==> src/rtl/pwm_deadtime_modulator.sv <==
// Multi-channel carrier-compare PWM with double-buffered references
// and complementary gate outputs separated by a programmable dead-band.
module pwm_deadtime_modulator #(
   parameter int CH   = 3,
   parameter int DW   = 16,
   parameter int DT_W = 8
) (
   input  logic             clk,
   input  logic             reset,
   input  logic             enable,
   input  logic [CH*DW-1:0] ref_in,
   input  logic             ref_valid,
   input  logic [DW-1:0]    carrier,
   input  logic             carrier_sync,
   input  logic [DT_W-1:0]  dead_time,
   output logic [CH-1:0]    pwm_raw,
   output logic [CH-1:0]    gate_hi,
   output logic [CH-1:0]    gate_lo
);

   typedef enum logic [2:0] {
      S_OFF,
      S_LO,
      S_DT_R,
      S_HI,
      S_DT_F
   } state_t;

   logic [DW-1:0]   stg_q [CH];
   logic [DW-1:0]   stg_d [CH];
   logic [DW-1:0]   act_q [CH];
   logic [DW-1:0]   act_d [CH];
   logic [CH-1:0]   raw_q, raw_d;
   logic [CH-1:0]   hi_q, hi_d;
   logic [CH-1:0]   lo_q, lo_d;
   state_t          st_q [CH];
   state_t          st_d [CH];
   logic [DT_W-1:0] cnt_q [CH];
   logic [DT_W-1:0] cnt_d [CH];

   // A simultaneous strobe and sync bypasses staging so the new
   // reference takes effect at this extremum rather than the next.
   always_comb begin
      for (int i = 0; i < CH; i++) begin
         stg_d[i] = stg_q[i];
         act_d[i] = act_q[i];
         if (ref_valid)
            stg_d[i] = ref_in[i*DW +: DW];
         if (carrier_sync)
            act_d[i] = ref_valid ? ref_in[i*DW +: DW] : stg_q[i];
         raw_d[i] = $signed(act_q[i]) >= $signed(carrier);
      end
   end

   always_comb begin
      for (int i = 0; i < CH; i++) begin
         st_d[i]  = st_q[i];
         cnt_d[i] = cnt_q[i];
         if (!enable) begin
            st_d[i] = S_OFF;
         end else begin
            unique case (st_q[i])
               S_OFF: st_d[i] = S_LO;
               S_LO: begin
                  if (raw_q[i]) begin
                     if (dead_time != '0) begin
                        st_d[i]  = S_DT_R;
                        cnt_d[i] = dead_time - DT_W'(1);
                     end else begin
                        st_d[i] = S_HI;
                     end
                  end
               end
               S_DT_R: begin
                  if (!raw_q[i])
                     st_d[i] = S_LO;
                  else if (cnt_q[i] == '0)
                     st_d[i] = S_HI;
                  else
                     cnt_d[i] = cnt_q[i] - DT_W'(1);
               end
               S_HI: begin
                  if (!raw_q[i]) begin
                     if (dead_time != '0) begin
                        st_d[i]  = S_DT_F;
                        cnt_d[i] = dead_time - DT_W'(1);
                     end else begin
                        st_d[i] = S_LO;
                     end
                  end
               end
               S_DT_F: begin
                  if (raw_q[i])
                     st_d[i] = S_HI;
                  else if (cnt_q[i] == '0)
                     st_d[i] = S_LO;
                  else
                     cnt_d[i] = cnt_q[i] - DT_W'(1);
               end
               default: st_d[i] = S_OFF;
            endcase
         end
         // Gates are registered from the next state to stay glitch-free.
         hi_d[i] = (st_d[i] == S_HI);
         lo_d[i] = (st_d[i] == S_LO);
      end
   end

   always_ff @(posedge clk or posedge reset) begin
      if (reset) begin
         for (int i = 0; i < CH; i++) begin
            stg_q[i] <= '0;
            act_q[i] <= '0;
            st_q[i]  <= S_OFF;
            cnt_q[i] <= '0;
         end
         raw_q <= '0;
         hi_q  <= '0;
         lo_q  <= '0;
      end else begin
         for (int i = 0; i < CH; i++) begin
            stg_q[i] <= stg_d[i];
            act_q[i] <= act_d[i];
            st_q[i]  <= st_d[i];
            cnt_q[i] <= cnt_d[i];
         end
         raw_q <= raw_d;
         hi_q  <= hi_d;
         lo_q  <= lo_d;
      end
   end

   assign pwm_raw = raw_q;
   assign gate_hi = hi_q;
   assign gate_lo = lo_q;

endmodule

==> config.mk <==
export PLATFORM = sky130hd
export DESIGN_NAME = pwm_deadtime_modulator
export DESIGN_NICKNAME = d
export VERILOG_FILES = /design/src/rtl/pwm_deadtime_modulator.sv
export SDC_FILE = /design/constraint.sdc
export NUM_CORES = 1
export LEC_CHECK = 0
export CAP_MARGIN = 20
export CORE_UTILIZATION = 50
export DETAILED_ROUTE_END_ITERATION = 10
export GPL_ROUTABILITY_DRIVEN = 0
export PLACE_DENSITY = 0.72
export SLEW_MARGIN = 10
export SYNTH_ARGS = -nofsm -noshare
export SYNTH_HDL_FRONTEND = slang
export SYNTH_SLANG_ARGS = --single-unit
==> constraint.sdc <==
create_clock -name clk -period 6 [get_ports clk]
set_clock_uncertainty 0.05 [all_clocks]
set_input_delay 1.2 -clock clk [delete_from_list [all_inputs] [get_ports clk]]
set_output_delay 1.2 -clock clk [all_outputs]
set_load 0.05 [all_outputs]
==> results of run 1 <==
cell type report:
| cell class | count | share of cell area, % |
|---|---|---|
| Multi-Input combinational cell | 458 | 41.1 |
| Sequential cell | 138 | 38.1 |
| Timing Repair Buffer | 89 | 9.95 |
| Clock buffer | 18 | 4.85 |
| Tap cell | 184 | 2.54 |
| Clock inverter | 14 | 1.80 |
| Inverter | 38 | 1.63 |
cell usage after synthesis (11+ instances only):
| cell | number | area share (%) |
|---|---|---|
| dfrtp_1 | 138 | 46 |
| mux2_2 | 96 | 15 |
| ha_1 | 54 | 9.1 |
| a21oi_1 | 41 | 2.8 |
| inv_1 | 38 | 1.9 |
| o21ai_0 | 33 | 2.2 |
| nor2_1 | 28 | 1.4 |
| nand2_1 | 24 | 1.2 |
| clkbuf_1 | 19 | 0.96 |
| nor3_1 | 14 | 0.94 |
| nand4_1 | 11 | 0.92 |
| o22a_1 | 11 | 1.3 |
where the power goes:
part	leakage [µW]	internal, µW	total [µW]	switching (µW)
clock	0.000294	633	1060	427
combinational	0.00198	374	792	418
sequential	0.00163	1110	1290	174
total	0.00390	2120	3140	1020
per-layer routing:
metal  routed length, µm  vias up  GRT usage, %
met5                   0        -             0
met4                 268        0          8.71
met3                 625       19          5.04
met2                8390      126          39.4
met1                7430     2714          28.8
li1                    -     2609             -
per-stage QoR:
step                      cells  power, µW  worst slack (ns)
after floorplan             664       1830              1.05
after global placement      904       2030              2.09
after detailed placement    905       2080              1.93
after CTS                   937       3150              2.34
after global routing        939       3300              2.05
final                       939       3140              2.28
path summary, 6_finish.rpt:
check	start	endpoint	slack [ns]	cells past startpoint
setup / recovery	dead_time[0]	cnt_q[12]	2.28	8
hold / removal	stg_q[9]	stg_q[9]	0.44	1
setup reg to reg	cnt_q[8]	cnt_q[12]	3.24	7
hold reg to reg	stg_q[9]	stg_q[9]	0.44	1
max in group asynchronous	reset	cnt_q[14]	3.60	3
min in group asynchronous	reset	stg_q[4]	1.29	2
layout by cell type, fill, tap and decap left out, drive strengths merged, types with 5 or more instances in the layout:
master         Yosys  layout
nand2             25      25
nor4               7       7
nand2b             6       6
a21o               5       5
clkdlybuf4s50      0      83
clkbuf            19      18
a211oi             8       8
nor2b              9       9
clkinv             0       6
buf               11       6
a21oi             41      41
nor3b              7       7
mux2              96      96
ha                54      54
o21ai             33      33
nand4             11      11
nor3              14      14
o21a               5       5
or3                7       7
dfrtp            138     138
xnor2              8       8
nand3              9       9
and2               5       5
inv               38      43
o22a              11      11
a22oi              5       5
and4               6       6
nor2              28      28
a31oi              5       5
worst reg2reg max path, stage by stage (launching register included):
cell and delay [ns]:
dfrtp_1 0.39, inv_1 0.08, ha_1 0.22, nor4b_1 0.57, a21oi_1 0.16, o32ai_2 0.85
nor2_1 0.12, o22a_1 0.21
kinds of logic (layout without fill, tap and decap cells):
kind of cell / after synthesis / after routing / synth area share, %
compound gates: 150 / 150 / 13.4
simple gates: 146 / 146 / 11.4
flops: 138 / 138 / 46.4
mux: 97 / 97 / 14.8
buf+inv: 68 / 159 / 3.58
fa+ha+maj: 54 / 54 / 9.08
xor+xnor: 11 / 11 / 1.29
flip-flops by register name, indices dropped and copies added (netlist names):
| signal | flops |
|---|---|
| act_q | 48 |
| stg_q | 48 |
| cnt_q | 24 |
| st_q | 9 |
| gate_hi | 3 |
| gate_lo | 3 |
| pwm_raw | 3 |
==> impl_metrics.yaml, run 1 <==
drt:
  route.detailed.drc: 0
  avgViaCountPerCell: 5.82
  dr_total_vias: 5468
  firstDrtPassIters: 4
  wl_per_cell_um: 17.8
  ant_nets: 0
  drtIter0Drc: 282
  wl_um: 16700
yosys:
  synth_ff_type: "dfrtp_1"
  synth_edf_count: 0
  ys_seq_area_share_pct: 46.4
  ys_warn_count: 0
  synthCells: 664
  syn-cell-area_um2: 7440
  syn-num-nets: 795
  synth.avg_cell_area_um2: 11.2
  ys_ff_latch: 138
  ys_types: 65
  async_flop_share_pct: 100
clocking:
  numCtsBuffers: 17
  cts_resized: 0
  clk_path_buf_depth: 2
  clkTransAtPathRegs_ns: 0.06
  post_cts_buffers: 0
  cts_tree: "built"
  htreeDepth: 4
  cts_root_buffer: "clkbuf_16"
  cts.sinks: 138
  postCtsHoldBufs: 0
  clock_latency_ns: 0.42
timing:
  worst_pin_slew_ns: 1.15
  maxSlewHeadroom_pct: 22.4
  tns_ns: 0
  final-setup-viol-count: 0
  max_freq_mhz: 269
  fin_crit_sh_pct: 62.0
  drv_slew: 0
  period_needed_ns: 3.72
  timing.hold.ws_ns: 0.444
  rsz0062_at_grt: "false"
  hold_viol: 0
floorplanning:
  rows: 44
  die_w_um: 124
  ios: 86
  die-area_um2: 15400
  core_um2: 14500
  dieHeight_um: 124
  start_util_pct: 51.2
final_layout:
  utilization_pct: 62.3
  seqCellArea_um2: 3450
  final_area_um2: 9050
  multi_input_area_um2: 3720
  syn2layout_area_growth_pct: 21.7
  diodes: 0
  nFillCells: 1169
  drive_gt1_share_pct: 19.5
  fin_nets: 873
worst_hold_path:
  worstHoldPathType: "reg -> reg"
pwr:
  ir_worst_vdd_mv: 0.239
  p_per_area_nw_per_um2: 346
  power.leakage_uw: 0.00390
global_routing:
  grt_max_degree: 104
  antenna_found_initial: 0
  overflow: 0
  grt_pass1_vias: 5590
  grt_use_total_pct: 23.2
  grt_pass1_wl_um: 26900
job:
  drv_cap: 0
critical_path:
  critical-path-max-stage-delay_ns: 0.81
  crit_path_end_kind: "register"
  path_delay_family: "compound AO/OA/AOI/OAI gates"
  worstPathCellList: "clkdlybuf4s50_1, inv_1, ha_1, nor3b_2, a2111oi_1, o32ai_2, nor2_1, o22a_1"
  path_max_fanout: 16
  slowest_stage: "o32ai_2"
  worstPathArrival_ns: 3.98
  critPathLaunchType: "primary input"
  critPathRequiredTime_ns: 6.26
  worstSetupPathType: "in -> reg"
  crit_buf_inv: 2
place:
  portBuffers: 85
  dpl_cell_area_um2: 8410
  dp_hpwl_um: 11800
outcome:
  status: "completed"
Power figures use the tool's default switching activity.
==> run 2, diff against run 1 <==
clock period = 3.54 ns   (was 6 ns; I/O delays follow)
==> run 2 against run 1 <==
Against the previous run:
- worst hold slack lost 0.00092 ns
- clock power increased by 62%
- highest routed layer unchanged
- final area rose by 0.22%
- critical endpoint is now cnt_q[8]
- critical path depth rose by 2
- flip-flop and latch count stayed put
- worst setup slack lost 1.6 ns
- via count rose by 0.51%
- cell count increased by 0.53%
- first-iteration DRC count decreased by 25%
- die area unchanged
- routed wire length rose by 0.29%
==> impl_metrics.yaml, run 2 (synthesized netlist as in run 1, its figures left out) <==
clocking:
  numCtsBuffers: 17
  cts_root_buffer: "clkbuf_16"
  clock_latency_ns: 0.42
  cts_resized: 0
  clkTransAtPathRegs_ns: 0.06
  htreeDepth: 4
  cts_tree: "built"
  clk_path_buf_depth: 2
  postCtsHoldBufs: 0
  cts.sinks: 138
  post_cts_buffers: 0
timing:
  tns_ns: 0
  rsz0062_at_grt: "false"
  hold_viol: 0
  final-setup-viol-count: 0
  maxSlewHeadroom_pct: 28.1
  max_freq_mhz: 356
  fin_crit_sh_pct: 79.3
  worst_pin_slew_ns: 1.07
  period_needed_ns: 2.81
  drv_slew: 0
final_layout:
  fin_nets: 879
  final_common_cell: "dfrtp_1"
  fin_cells: 944
  multi_input_area_um2: 3720
  diodes: 0
  drive_gt1_share_pct: 19.7
  syn2layout_area_growth_pct: 22.0
  most-common-layout-cells: "dfrtp_1 (138), mux2_2 (96), clkdlybuf4s50_1 (83), ha_1 (54), a21oi_1 (41)"
  nFillCells: 1140
  seqCellArea_um2: 3450
  top_regs: "act_q x48, stg_q x48, cnt_q x24"
floorplanning:
  dieHeight_um: 124
  rows: 44
  die_w_um: 124
  die-area_um2: 15400
  ios: 86
  core_um2: 14500
  start_util_pct: 51.2
place:
  dp_hpwl_um: 12400
  dp_cells: 912
  portBuffers: 85
job:
  drv_cap: 0
critical_path:
  worstSetupPathType: "in -> reg"
  worstPathCellList: "clkdlybuf4s50_1, inv_1, ha_1, nor3b_2, buf_4, a2111oi_1, o32ai_2, buf_4, o21ai_0, o21ai_0"
  rr_startpoint: "cnt_q[2]"
  regToRegSetupSlack_ns: 1.13
  r2r-end: "cnt_q[0]"
  crit_path_end_kind: "register"
  path_max_fanout: 16
  slowest_stage: "clkdlybuf4s50_1"
  ff2ff_path_depth: 4
  critPathLaunchType: "primary input"
  critical-path-max-stage-delay_ns: 0.61
  critPathRequiredTime_ns: 3.78
  endpoint: "cnt_q[8]"
  worstPathArrival_ns: 3.05
  crit_start: "dead_time[0]"
drt:
  dr_total_vias: 5496
  drtIter0Drc: 212
  ant_nets: 0
  wl_per_cell_um: 17.8
  route.detailed.drc: 0
  wl_um: 16800
  avgViaCountPerCell: 5.82
  firstDrtPassIters: 4
pwr:
  totalPowerFinal_uw: 5250
  p_per_area_nw_per_um2: 578
  ir_worst_vdd_mv: 0.507
  power.leakage_uw: 0.00391
global_routing:
  antenna_found_initial: 0
  grt_pass1_vias: 5573
  grt_max_degree: 52
  grt_use_total_pct: 23.2
  grt_pass1_wl_um: 27000
  overflow: 0
outcome:
  status: "completed"
worst_hold_path:
  worstHoldPathType: "reg -> reg"
==> run 2: cell types whose count changed in the layout (fill, tap and decap cells not counted) <==
cell	change
clkinv_2	+2
clkinv_4	-2
buf_2	-1
inv_6	-5
buf_12	+2
clkbuf_1	+2
buf_16	-1
clkinvlp_4	+3
inv_8	-1
buf_4	+6
==> run 2: area by class of cell <==
class / instances / area share [%]
sequential: 138 / 38.1
timing repair buffer: 95 / 10.5
clock inverter: 11 / 1.36
clock buffer: 20 / 4.92
multi-input combinational: 458 / 41.0
inverter: 38 / 1.61
tap: 184 / 2.54
==> run 2: per-layer routing <==
layer,share of wire (%),GRT usage (%),vias to the layer above
li1,-,-,2620
met3,4.1,5.45,20
met4,1.7,9.00,0
met5,0,0,-
met1,44,28.2,2731
met2,50,39.8,125
==> run 2: how the worst min path moves through the flow <==
| stage | from | end | slack (ns) | cells after the start |
|---|---|---|---|---|
| after floorplan | cnt_q[9] | cnt_q[9] | 0.41 | 2 |
| after global placement | stg_q[36] | stg_q[36] | 0.43 | 1 |
| after detailed placement | stg_q[17] | stg_q[17] | 0.43 | 1 |
| after CTS | stg_q[17] | stg_q[17] | 0.45 | 1 |
| after global routing | stg_q[12] | stg_q[12] | 0.46 | 1 |
| final | stg_q[17] | stg_q[17] | 0.44 | 1 |
==> run 2: stage by stage <==
| stage | area (µm²) | util (%) | setup slack [ns] | hold slack, ns |
|---|---|---|---|---|
| after floorplan | 7440 | - | 1.06 | 0.414 |
| after global placement | 8480 | 58.4 | 0.387 | 0.429 |
| after detailed placement | 8480 | 58.4 | 0.284 | 0.432 |
| after CTS | 9050 | 62.3 | 0.729 | 0.445 |
| after global routing | 9070 | 62.4 | 0.587 | 0.456 |
| final | 9070 | 62.4 | 0.731 | 0.443 |
==> run 2: power by group <==
group	internal [µW]	switching, µW
Combinational	642	708
Clock	1050	666
Sequential	1890	298
==> run 2: worst max-delay path, delay by kind of cell <==
| kind | cells | cell delay (ns) |
|---|---|---|
| compound gates | 4 | 0.86 |
| simple gates | 1 | 0.14 |
| buf+inv | 4 | 1.11 |
| fa+ha+maj | 1 | 0.21 |
==> run 3, diff against run 2 <==
clock period = 2.88 ns   (was 3.54 ns; I/O delays follow)
==> run 3 against run 2 <==
Against the previous run:
- total power grew 25%
- worst hold slack got worse by 0.00098 ns
- final area is 0.45% higher
- count of clock-buffer cells in the layout is 1 lower
- sequential share of layout area fell by 0.17 points
- routed wire length up 2.5%
- first-iteration DRC count up 68%
- clock power is 26% higher
- worst setup slack worse by 0.41 ns
- register-to-register slack got worse by 0.58 ns
- global-route usage increased by 1.1 points
- die area is the same
==> impl_metrics.yaml, run 3 (synthesized netlist as in run 1, its figures left out) <==
outcome:
  status: "completed"
drt:
  route.detailed.drc: 0
  wl_um: 17200
  firstDrtPassIters: 5
  dr_total_vias: 5635
  drtIter0Drc: 357
  avgViaCountPerCell: 5.93
  wl_per_cell_um: 18.1
  ant_nets: 0
global_routing:
  grt_max_degree: 139
  grt_busiest_layer: "met2"
  grt_use_total_pct: 24.3
  grt_pass1_wl_um: 28200
  antenna_found_initial: 0
  met3_usage_pct: 5.59
  met2_usage_pct: 41.9
  grt_use_met1_pct: 29.5
  grt_pass1_vias: 5811
  overflow: 0
clocking:
  numCtsBuffers: 17
  clkTransAtPathRegs_ns: 0.06
  cts_tree: "built"
  clk_path_buf_depth: 2
  clock_latency_ns: 0.42
  htreeDepth: 4
  cts_root_buffer: "clkbuf_16"
  postCtsHoldBufs: 0
  cts_resized: 0
  cts.sinks: 138
  post_cts_buffers: 0
floorplanning:
  die-area_um2: 15400
  dieHeight_um: 124
  die_w_um: 124
  start_util_pct: 51.2
  ios: 86
  rows: 44
  core_um2: 14500
place:
  dp_hpwl_um: 12400
  portBuffers: 85
timing:
  timing.hold.ws_ns: 0.442
  tns_ns: 0
  period_needed_ns: 2.56
  hold_viol: 0
  fin_crit_sh_pct: 88.8
  max_freq_mhz: 391
  drv_slew: 0
  maxSlewHeadroom_pct: 41.6
  rsz0062_at_grt: "false"
  final-setup-viol-count: 0
  worst_pin_slew_ns: 0.876
pwr:
  power.leakage_uw: 0.00393
  ir_worst_vdd_mv: 0.455
  p_per_area_nw_per_um2: 717
critical_path:
  worstSetupPathType: "in -> reg"
  critPathLaunchType: "primary input"
  path_max_fanout: 3
  crit_path_end_kind: "register"
  critPathRequiredTime_ns: 3.14
  worstPathArrival_ns: 2.82
final_layout:
  drive_gt1_share_pct: 20.5
  diodes: 0
  most-common-layout-cells: "dfrtp_1 (138), mux2_2 (96), clkdlybuf4s50_1 (83), ha_1 (54), a21oi_1 (41)"
  fin_nets: 884
  final_common_cell: "dfrtp_1"
  syn2layout_area_growth_pct: 22.5
  nFillCells: 1128
  top_regs: "act_q x48, stg_q x48, cnt_q x24"
job:
  drv_cap: 0
worst_hold_path:
  worstHoldPathType: "reg -> reg"
[run 3: changes by cell type in the layout (fill, tap and decap cells not counted)]
cell        previous run  this run
buf_12                 3         2
buf_4                  7        13
clkbuf_1               2         1
clkinv_2               3         2
clkinvlp_4             4         5
inv_6                  0         2
[run 3: area by class of cell]
type / instances / area (µm²) / share of cell area (%)
Clock buffer: 19 / 443 / 4.86
Clock inverter: 13 / 144 / 1.58
Inverter: 38 / 146 / 1.61
Multi-Input combinational cell: 458 / 3720 / 40.8
Sequential cell: 138 / 3450 / 37.9
Tap cell: 184 / 230 / 2.53
Timing Repair Buffer: 100 / 978 / 10.7
[run 3: final timing paths]
path                       cells past startpoint          to        start  slack, ns
setup / recovery                               8  pwm_raw[2]  carrier[11]       0.32
max in group asynchronous                      3   act_q[15]        reset       1.54
hold reg to reg                                1    stg_q[9]     stg_q[9]       0.44
hold / removal                                 1    stg_q[9]     stg_q[9]       0.44
min in group asynchronous                      3    cnt_q[9]        reset       0.64
setup reg to reg                               5    cnt_q[1]     cnt_q[2]       0.55
[run 3: layer usage]
metal	share of wire [%]	up-vias
met4	2.4	0
met3	3.9	32
li1	-	2641
met1	43	2823
met5	0	-
met2	50	139
[run 3: through the flow]
step	setup slack [ns]	utilization, %	cells	power [µW]	cell area [µm²]
after global placement	0.0915	58.7	918	4270	8530
after CTS	0.340	62.7	950	6580	9120
after global routing	0.232	62.7	950	6920	9120
final	0.321	62.7	950	6540	9120
after detailed placement	0.00677	58.7	918	4370	8530
after floorplan	0.533	-	664	3810	7440
[run 3: critical path: stages]
cell and delay (ns):
clkdlybuf4s50_1 0.50, inv_1 0.09, ha_1 0.34, a21oi_1 0.22, o21ai_0 0.16, o2bb2ai_1 0.15
a2111oi_0 0.39, mux2_2 0.39
[run 3: where the power goes]
group          internal [µW]  switching (µW)
logic                    801             885
clock network           1300             869
registers               2320             366
